`src/rtl/simple_axi_host_arbiter.sv`:
```
// Round-robin arbiter that shares one simple_axi_master host port among NUM_REQ requesters.
// The winner's request is latched, run on the host, and acked once with the captured status.
module simple_axi_host_arbiter #(
    parameter int NUM_REQ = 4,
    parameter int ADDR_W  = 32,
    parameter int DATA_W  = 64
) (
    input  logic                      i_clk,
    input  logic                      i_rstn,
    input  logic [NUM_REQ-1:0]        i_req_valid,
    input  logic [2*NUM_REQ-1:0]      i_req_rw,
    input  logic [ADDR_W*NUM_REQ-1:0] i_req_addr,
    input  logic [3*NUM_REQ-1:0]      i_req_size,
    input  logic [DATA_W*NUM_REQ-1:0] i_req_wdata,
    output logic [NUM_REQ-1:0]        o_req_ack,
    output logic [DATA_W-1:0]         o_req_rdata,
    output logic                      o_req_error,
    output logic                      o_req_invalid,
    output logic [NUM_REQ-1:0]        o_grant,
    output logic                      o_busy,
    output logic [ADDR_W-1:0]         o_host_addr,
    output logic [2:0]                o_host_size,
    output logic [DATA_W-1:0]         o_host_wdata,
    output logic [1:0]                o_host_rw,
    output logic                      o_host_clear,
    input  logic [DATA_W-1:0]         i_host_rdata,
    input  logic                      i_host_wait,
    input  logic                      i_host_done,
    input  logic                      i_host_invalid,
    input  logic                      i_host_error
);
    localparam int PTR_W = $clog2(NUM_REQ);
    localparam logic [NUM_REQ-1:0] GRANT_ONE = {{(NUM_REQ-1){1'b0}}, 1'b1};

    typedef enum logic [2:0] {IDLE, REJECT, ISSUE, WAIT, CLEAR, SETTLE} state_t;

    state_t             state_reg, state_next;
    logic [PTR_W-1:0]   ptr_reg, ptr_next;
    logic [NUM_REQ-1:0] grant_reg, grant_next;
    logic [ADDR_W-1:0]  addr_reg, addr_next;
    logic [2:0]         size_reg, size_next;
    logic [DATA_W-1:0]  wdata_reg, wdata_next;
    logic [1:0]         rw_reg, rw_next;
    logic [DATA_W-1:0]  rdata_reg, rdata_next;
    logic               error_reg, error_next;
    logic               invalid_reg, invalid_next;
    logic               settle_cnt_reg, settle_cnt_next;
    logic               repulse_reg, repulse_next;

    logic [NUM_REQ-1:0] eligible;
    logic [1:0]         req_rw    [NUM_REQ];
    logic [ADDR_W-1:0]  req_addr  [NUM_REQ];
    logic [2:0]         req_size  [NUM_REQ];
    logic [DATA_W-1:0]  req_wdata [NUM_REQ];

    // The wait flag is informational; transitions key off done/invalid only.
    logic unused_host_wait;
    assign unused_host_wait = i_host_wait;

    genvar gi;
    generate
        for (gi = 0; gi < NUM_REQ; gi++) begin : g_unpack
            assign req_rw[gi]    = i_req_rw[2*gi +: 2];
            assign req_addr[gi]  = i_req_addr[ADDR_W*gi +: ADDR_W];
            assign req_size[gi]  = i_req_size[3*gi +: 3];
            assign req_wdata[gi] = i_req_wdata[DATA_W*gi +: DATA_W];
            assign eligible[gi]  = i_req_valid[gi] && (i_i_rw_nonzero(i_req_rw[2*gi +: 2]));
        end
    endgenerate

    function automatic logic i_i_rw_nonzero(input logic [1:0] rw);
        return rw != 2'b00;
    endfunction

    // Rotating priority: lowest eligible index at or above the pointer, else lowest overall.
    logic             found_hi, found_lo;
    logic [PTR_W-1:0] win_hi, win_lo, winner;
    always_comb begin
        found_hi = 1'b0;
        found_lo = 1'b0;
        win_hi   = '0;
        win_lo   = '0;
        for (int i = NUM_REQ - 1; i >= 0; i--) begin
            if (eligible[i]) begin
                found_lo = 1'b1;
                win_lo   = PTR_W'(i);
                if (PTR_W'(i) >= ptr_reg) begin
                    found_hi = 1'b1;
                    win_hi   = PTR_W'(i);
                end
            end
        end
        winner = found_hi ? win_hi : win_lo;
    end

    logic host_status;
    assign host_status = i_host_done | i_host_invalid | i_host_error;

    always_ff @(posedge i_clk or negedge i_rstn) begin
        if (!i_rstn) begin
            state_reg      <= IDLE;
            ptr_reg        <= '0;
            grant_reg      <= '0;
            addr_reg       <= '0;
            size_reg       <= '0;
            wdata_reg      <= '0;
            rw_reg         <= '0;
            rdata_reg      <= '0;
            error_reg      <= 1'b0;
            invalid_reg    <= 1'b0;
            settle_cnt_reg <= 1'b0;
            repulse_reg    <= 1'b0;
        end else begin
            state_reg      <= state_next;
            ptr_reg        <= ptr_next;
            grant_reg      <= grant_next;
            addr_reg       <= addr_next;
            size_reg       <= size_next;
            wdata_reg      <= wdata_next;
            rw_reg         <= rw_next;
            rdata_reg      <= rdata_next;
            error_reg      <= error_next;
            invalid_reg    <= invalid_next;
            settle_cnt_reg <= settle_cnt_next;
            repulse_reg    <= repulse_next;
        end
    end

    always_comb begin
        state_next      = state_reg;
        ptr_next        = ptr_reg;
        grant_next      = grant_reg;
        addr_next       = addr_reg;
        size_next       = size_reg;
        wdata_next      = wdata_reg;
        rw_next         = rw_reg;
        rdata_next      = rdata_reg;
        error_next      = error_reg;
        invalid_next    = invalid_reg;
        settle_cnt_next = settle_cnt_reg;
        repulse_next    = 1'b0;
        case (state_reg)
            IDLE: begin
                if (found_lo) begin
                    addr_next  = req_addr[winner];
                    size_next  = req_size[winner];
                    wdata_next = req_wdata[winner];
                    rw_next    = req_rw[winner];
                    grant_next = GRANT_ONE << winner;
                    ptr_next   = (winner == PTR_W'(NUM_REQ - 1)) ? '0 : winner + 1'b1;
                    state_next = (req_rw[winner] == 2'b11) ? REJECT : ISSUE;
                end
            end
            REJECT: begin
                grant_next = '0;
                state_next = IDLE;
            end
            ISSUE: state_next = WAIT;
            WAIT: begin
                if (i_host_done || i_host_invalid) begin
                    rdata_next   = (rw_reg == 2'b01) ? '0 : i_host_rdata;
                    error_next   = i_host_error;
                    invalid_next = i_host_invalid;
                    state_next   = CLEAR;
                end
            end
            CLEAR: begin
                grant_next      = '0;
                settle_cnt_next = 1'b0;
                state_next      = SETTLE;
            end
            SETTLE: begin
                // Status that survives two sampled cycles gets another clear pulse.
                if (!host_status) begin
                    settle_cnt_next = 1'b0;
                    state_next      = IDLE;
                end else if (settle_cnt_reg) begin
                    settle_cnt_next = 1'b0;
                    repulse_next    = 1'b1;
                end else begin
                    settle_cnt_next = 1'b1;
                end
            end
            default: state_next = IDLE;
        endcase
    end

    assign o_grant       = grant_reg;
    assign o_busy        = (state_reg != IDLE);
    assign o_req_ack     = (state_reg == CLEAR || state_reg == REJECT) ? grant_reg : '0;
    assign o_req_rdata   = (state_reg == CLEAR) ? rdata_reg : '0;
    assign o_req_error   = (state_reg == REJECT) || (state_reg == CLEAR && error_reg);
    assign o_req_invalid = (state_reg == REJECT) || (state_reg == CLEAR && invalid_reg);
    assign o_host_rw     = (state_reg == ISSUE || state_reg == WAIT) ? rw_reg : 2'b00;
    assign o_host_clear  = (state_reg == CLEAR) || repulse_reg;
    assign o_host_addr   = addr_reg;
    assign o_host_size   = size_reg;
    assign o_host_wdata  = wdata_reg;

endmodule

```
`config.mk`:
```
export PLATFORM = sky130hd
export DESIGN_NAME = simple_axi_host_arbiter
export DESIGN_NICKNAME = d
export VERILOG_FILES = /design/src/rtl/simple_axi_host_arbiter.sv
export SDC_FILE = /design/constraint.sdc
export NUM_CORES = 1
export LEC_CHECK = 0
export ABC_AREA = 0
export BUFFER_PORTS_ARGS = -buffer_cell sky130_fd_sc_hd__buf_4
export CELL_PAD_IN_SITES_DETAIL_PLACEMENT = 1
export CELL_PAD_IN_SITES_GLOBAL_PLACEMENT = 1
export CORE_AREA = 5 5 249 251
export CTS_CLUSTER_DIAMETER = 100
export DETAILED_ROUTE_END_ITERATION = 7
export DIE_AREA = 0 0 254 256
export PLACE_DENSITY_LB_ADDON = 0.1
export SYNTH_ARGS = -nofsm -noshare
export SYNTH_HDL_FRONTEND = slang
export SYNTH_SLANG_ARGS = --single-unit
```
`constraint.sdc`:
```
create_clock -name i_clk -period 3.77 [get_ports i_clk]
set_clock_uncertainty 0.15 [all_clocks]
set_input_delay 0.1885 -clock i_clk [delete_from_list [all_inputs] [get_ports i_clk]]
set_output_delay 0.1885 -clock i_clk [all_outputs]
set_load 0.1 [all_outputs]
```
==> results of run 1 <==
-- cell usage after synthesis (all sizes together) --
master / count / area, sq um
nand2: 242 / 908
mux2i: 198 / 1980
dfrtp: 178 / 4450
o21ai: 171 / 916
mux2: 100 / 1130
and2: 71 / 444
buf: 45 / 603
clkbuf: 42 / 158
a21oi: 7 / 46.3
nand2b: 6 / 37.5
a22o: 5 / 43.8
ha: 4 / 50.1
nor2b: 4 / 25.0
nor2: 3 / 11.3
o22ai: 3 / 18.8
or2: 3 / 18.8
a21o: 2 / 15.0
inv: 2 / 7.51
mux4: 2 / 48.8
nand3b: 2 / 15.0
nor3: 2 / 10.0
o21a: 2 / 15.0
a211o: 1 / 8.76
a211oi: 1 / 12.5
and4b: 1 / 10.0
nand4: 1 / 6.26
nor4b: 1 / 8.76
o211ai: 1 / 12.5
o31ai: 1 / 7.51
or3: 1 / 11.3
-- area by class of cell --
class	instances	area, sq um	share of cell area, %
sequential	178	4450	22.9
clock inverter	14	297	1.52
inverter	2	7.51	0.0385
tap	782	978	5.02
clock buffer	17	425	2.18
timing repair buffer	905	7480	38.4
antenna	4	10.0	0.0514
multi-input combinational	835	5840	30.0
-- power breakdown --
group / total, mW / internal [mW] / switching [mW] / leakage [nW]
Clock: 2.27 / 1.39 / 0.882 / 0.348
Sequential: 3.18 / 2.72 / 0.465 / 2.26
Combinational: 10.9 / 3.14 / 7.72 / 6.97
-- cells by family (layout without fill, tap and decap cells) --
kind of cell             after synthesis  after routing  synth area share [%]
multiplexers                         300            300                  28.6
buffers and inverters                 89            938                  6.96
flip-flops                           178            178                  40.4
adder cells (fa/ha/maj)                4              4                 0.454
AND/OR/NAND/NOR                      337            337                  13.7
other                                  0              4                     0
AO/OA/AOI/OAI                        194            194                  9.94
-- worst paths after layout --
path / cells after the start / startpoint / slack [ns] / end
worst max register to register: 10 / ptr_reg[1] / 0.47 / o_host_size[2]
worst min-delay path: 4 / i_req_wdata[84] / 0.04 / o_host_wdata[20]
min in group asynchronous: 2 / i_rstn / 0.15 / rdata_reg[39]
worst max-delay path: 10 / ptr_reg[1] / 0.47 / o_host_size[2]
max in group asynchronous: 3 / i_rstn / 2.35 / o_host_wdata[63]
worst min register to register: 2 / rdata_reg[56] / 0.33 / rdata_reg[56]
-- metrics by stage --
| stage | instances | setup slack [ns] | area, sq um | hold WS, ns | power, mW |
|---|---|---|---|---|---|
| after floorplan | 1102 | 1.12 | 11000 | -0.257 | 11.2 |
| after global placement | 2472 | 0.904 | 16500 | 0.144 | 13.7 |
| after detailed placement | 2472 | 0.860 | 16500 | 0.138 | 13.8 |
| after CTS | 2728 | 0.0559 | 19400 | 0.000132 | 16.6 |
| after global routing | 2734 | 0.354 | 19500 | 0.00498 | 17.2 |
| final | 2737 | 0.465 | 19500 | 0.0367 | 16.3 |
-- layer usage --
layer | GRT usage, % | share of wire, %
met5 | 0 | 0.076
met4 | 5.25 | 2.8
met3 | 6.49 | 8.5
met2 | 28.5 | 51
met1 | 17.5 | 37
-- what timing repair did --
item | CTS | global route
hold buffers | 225 | 0
endpoints found under the hold margin | 205 | 0
endpoints found under the setup margin | 0 | 15
setup buffers | 0 | 5
-- critical path: stages (launching register included) --
cell and delay [ns]:
dfrtp_1 0.46, or2_1 0.27, o22ai_1 0.22, a21oi_4 0.06, buf_12 0.14, buf_12 0.18, mux2i_1 0.18, dlygate4sd3_1 0.57
mux2_2 0.26, dlygate4sd3_1 0.56, o21ai_1 0.11
==> flow_metrics.py, run 1 <==
metrics = {
    "power": {
        "leakagePower_nw": 9.58,
        "ir_drop_mv": 0.340,
        "powerDensity_nw_per_um2": 837,
    },
    "placed_design": {
        "dp_hpwl_um": 41700,
        "io_buffer_count": 653,
        "globalplace.congestion": 0.755,
    },
    "floorplanning": {
        "num_io_pins": 655,
        "start_util_pct": 18.5,
        "design.core.area_sq_um": 59700,
        "fp-row-count": 90,
        "die_w_um": 254,
        "die-area_sq_um": 65000,
        "die_h_um": 256,
    },
    "sta": {
        "relSlewSlack_pct": 54.5,
        "slew_viol_final": 0,
        "fin_crit_ns": 3.30,
        "rsz0062_at_grt": "false",
        "finalHoldViolations": 0,
        "tightest_slew_ns": 0.682,
        "max_freq_ghz": 0.303,
        "finalCritPeriodShare_pct": 87.7,
        "tns_ns": 0,
        "finalSetupViolations": 0,
    },
    "logic_synthesis": {
        "synth_cell_types": 38,
        "ys_ff_latch": 178,
        "synth_cells": 1102,
        "syn_avg_cell_area_sq_um": 10.0,
        "synth_area_sq_um": 11000,
        "yosysWarnings": 0,
        "synth_nets": 1584,
        "seq_area_frac_synth_pct": 40.4,
    },
    "setup_path": {
        "cp.required_ns": 4.03,
        "cp-end-kind": "register",
        "arrival_ns": 3.57,
        "cp_max_fo": 54,
        "startpoint_type": "register",
        "crit_type": "register to register",
    },
    "final_layout": {
        "utilization_pct": 32.7,
        "finalNetCount": 2421,
        "layout-drive-gt1-share_pct": 42.9,
        "final_cell_mix": "670 x buf_4, 242 x nand2_1, 225 x dlygate4sd3_1, 198 x mux2i_1, 178 x dfrtp_1",
        "layout_commonest_cell": "buf_4",
        "nFillCells": 6860,
        "area_delta_synth_final_pct": 76.7,
    },
    "clock_tree": {
        "cts_buffers": 17,
        "clkLatencyLatePin_ns": 0.48,
        "cts_root_buf": "clkbuf_16",
        "clkTransAtPathRegs_ns": 0.07,
        "ctsHtreeMaxLevel": 4,
        "cts_tree": "done",
        "cts.path.max_buffers": 2,
        "clock-sinks": 178,
        "cts_resized": 0,
    },
    "route": {
        "first_pass_iters": 4,
        "vias": 11200,
        "first_iter_violations": 351,
        "ant_nets": 0,
        "drc": 0,
        "post_drt_wl_per_cell_um": 19.6,
        "viasPerCell": 4.09,
        "wl_um": 53600,
    },
    "grt": {
        "grt_overflow": 0,
        "grt_util_all_layers_pct": 16.1,
        "antenna_found_initial": 8,
        "grt_max_degree": 130,
        "grt_pass1_vias": 12600,
        "grt_pass1_wl_um": 78800,
    },
    "hold_path": {
        "hp-class": "primary input to register",
    },
    "flow_run": {
        "maxCapViolCount": 0,
    },
    "run_status": {
        "status": "completed",
    },
}
Power figures use the tool's default switching activity.
==> run 2: changes to the inputs <==
Settings changed: BUFFER_PORTS_ARGS -buffer_cell sky130_fd_sc_hd__buf_4 to unset, CORE_AREA 5 5 249 251 to 5 5 252 254, DIE_AREA 0 0 254 256 to 0 0 257 259, DONT_BUFFER_PORTS set to 1.
==> flow_metrics.py, run 2 (synthesis results as in run 1) <==
metrics = {
    "route": {
        "vias": 9625,
        "first_pass_iters": 4,
        "ant_nets": 0,
        "wl_um": 47700,
        "post_drt_wl_per_cell_um": 20.7,
        "drc": 0,
        "first_iter_violations": 339,
        "viasPerCell": 4.17,
    },
    "sta": {
        "finalSetupViolations": 0,
        "relSlewSlack_pct": 24.9,
        "fin_crit_ns": 3.64,
        "max_freq_ghz": 0.275,
        "rsz0062_at_grt": "true",
        "tightest_slew_ns": 1.13,
        "fin_hold_ws_ns": -0.737,
        "finalCritPeriodShare_pct": 96.5,
        "finalHoldViolations": 178,
        "tns_ns": 0,
        "slew_viol_final": 0,
    },
    "floorplanning": {
        "die_h_um": 259,
        "die_w_um": 257,
        "fp-row-count": 91,
        "num_io_pins": 655,
        "start_util_pct": 18.1,
        "design.core.area_sq_um": 61000,
        "die-area_sq_um": 66600,
    },
    "clock_tree": {
        "cts.path.max_buffers": 2,
        "cts_hold_buf": 382,
        "clock-sinks": 178,
        "post_cts.repair.setup_buffers": 0,
        "cts_buffers": 17,
        "cts_tree": "done",
        "clkLatencyLatePin_ns": 0.47,
        "clkTransAtPathRegs_ns": 0.07,
        "cts_root_buf": "clkbuf_16",
        "ctsHtreeMaxLevel": 4,
    },
    "power": {
        "comb_power_share_pct": 39.5,
        "leakagePower_nw": 7.25,
        "p_seq_share_pct": 48.4,
        "powerDensity_nw_per_um2": 918,
        "switching_share_pct": 58.4,
        "clkPwrFrac_pct": 12.1,
        "internal_power_mw": 6.26,
        "ir_drop_mv": 0.361,
        "p_sw_mw": 8.80,
    },
    "setup_path": {
        "r2r_cells": 9,
        "arrival_ns": 3.89,
        "startpoint_type": "register",
        "crit_top_cell": "dlygate4sd3_1",
        "cp.required_ns": 4.02,
        "cp-end-kind": "register",
        "crit_type": "register to register",
        "cp_max_fo": 77,
        "slowest_stage": "dlygate4sd3_1",
        "crit_path_max_incr_delay_ns": 0.60,
        "cp_cell_sequence": "or2_1 -> o22ai_1 -> a21oi_4 -> clkbuf_16 -> mux2i_1 -> dlygate4sd3_1 -> mux2_2 -> dlygate4sd3_1 -> o21ai_1",
    },
    "placed_design": {
        "io_buffer_count": 0,
        "globalplace.congestion": 0.709,
        "dp_hpwl_um": 33500,
    },
    "grt": {
        "grt_util_all_layers_pct": 13.7,
        "grt_max_degree": 179,
        "grt_overflow": 0,
        "grt_pass1_wl_um": 69100,
        "grt_pass1_vias": 10900,
        "antenna_found_initial": 6,
    },
    "final_layout": {
        "layout_commonest_cell": "dlygate4sd3_1",
        "layout-drive-gt1-share_pct": 15.9,
        "finalNetCount": 1981,
        "area_delta_synth_final_pct": 48.7,
        "seq_area_sq_um": 4450,
        "multiInputGateArea_sq_um": 5850,
        "final_cell_mix": "382 x dlygate4sd3_1, 242 x nand2_1, 198 x mux2i_1, 178 x dfrtp_1, 100 x mux2_2",
        "nFillCells": 6985,
    },
    "hold_path": {
        "hp-class": "primary input to async pin",
    },
    "run_status": {
        "violations": "negative hold slack",
        "status": "complete, but fails checks",
    },
    "flow_run": {
        "maxCapViolCount": 0,
    },
}
## run 2: changes by cell type in the layout (fill, tap and decap cells not counted), moves of 2 or more
cell,change
clkinvlp_4,+3
clkbuf_1,+2
clkinv_4,+2
dlygate4sd3_1,+157
clkbuf_8,+2
a21oi_2,+2
inv_8,-2
buf_12,-5
bufinv_16,-7
buf_6,+2
buf_4,-594
a21oi_1,-2
## run 2: power groups by stage
| stage | clock network [mW] | registers (mW) | logic (mW) |
|---|---|---|---|
| after floorplan | 0 | 6.95 | 4.24 |
| after global placement | 0 | 7.38 | 4.90 |
| after detailed placement | 0 | 7.37 | 4.96 |
| after CTS | 1.98 | 7.34 | 6.00 |
| after global routing | 2.02 | 7.41 | 6.50 |
| final | 1.83 | 7.28 | 5.95 |
## run 2: path summary, 6_finish.rpt
path | slack (ns) | start | end
setup / recovery | 0.13 | ptr_reg[1] | o_host_wdata[63]
hold / removal | -0.74 | i_rstn | rdata_reg[41]
setup reg to reg | 0.13 | ptr_reg[1] | o_host_wdata[63]
hold reg to reg | 0.32 | rdata_reg[7] | rdata_reg[7]
max in group asynchronous | 3.90 | i_rstn | o_host_addr[31]
min in group i_clk | 0.06 | i_host_done | rdata_reg[48]
## run 2: cell type report
type,count,share of cell area [%]
diodes,4,0.0610
clock buffers,22,2.89
clock inverters,10,0.610
inverters,2,0.0458
multi-input cells,835,35.6
flip-flops and latches,178,27.2
well taps,790,6.03
repair buffers,465,27.6
## run 2: timing repair
| item | CTS | global route |
|---|---|---|
| endpoints found under the setup margin | 0 | 62 |
| endpoints found under the hold margin | 350 | 178 |
| resized for setup | 0 | 3 |
## run 2: worst max-delay path: cells and delay by family (launching register included)
kind	cells	cell delay, ns
muxes	2	0.46
and+or+nand+nor	1	0.16
DFF	1	0.46
buffers and inverters	3	1.60
AOI/OAI and AO/OA	3	0.49
## run 2: routing by layer
metal / vias to the layer above / wire (um) / track usage (%)
li1: 4599 / - / -
met1: 4586 / 17900 / 14.4
met2: 375 / 24100 / 24.0
met3: 61 / 4100 / 5.89
met4: 4 / 1620 / 5.74
met5: - / 27 / 0
## run 2: through the flow
step | utilization [%] | total power, mW | worst slack [ns] | cell area (sq um) | instances
floorplan | - | 11.2 | 1.12 | 11000 | 1102
global placement | 19.6 | 12.3 | 0.932 | 12000 | 1887
detailed placement | 19.6 | 12.3 | 0.886 | 12000 | 1887
CTS | 26.8 | 15.3 | 0.0102 | 16400 | 2301
global route | 26.9 | 15.9 | -0.00601 | 16400 | 2305
finish | 26.9 | 15.1 | 0.131 | 16400 | 2306
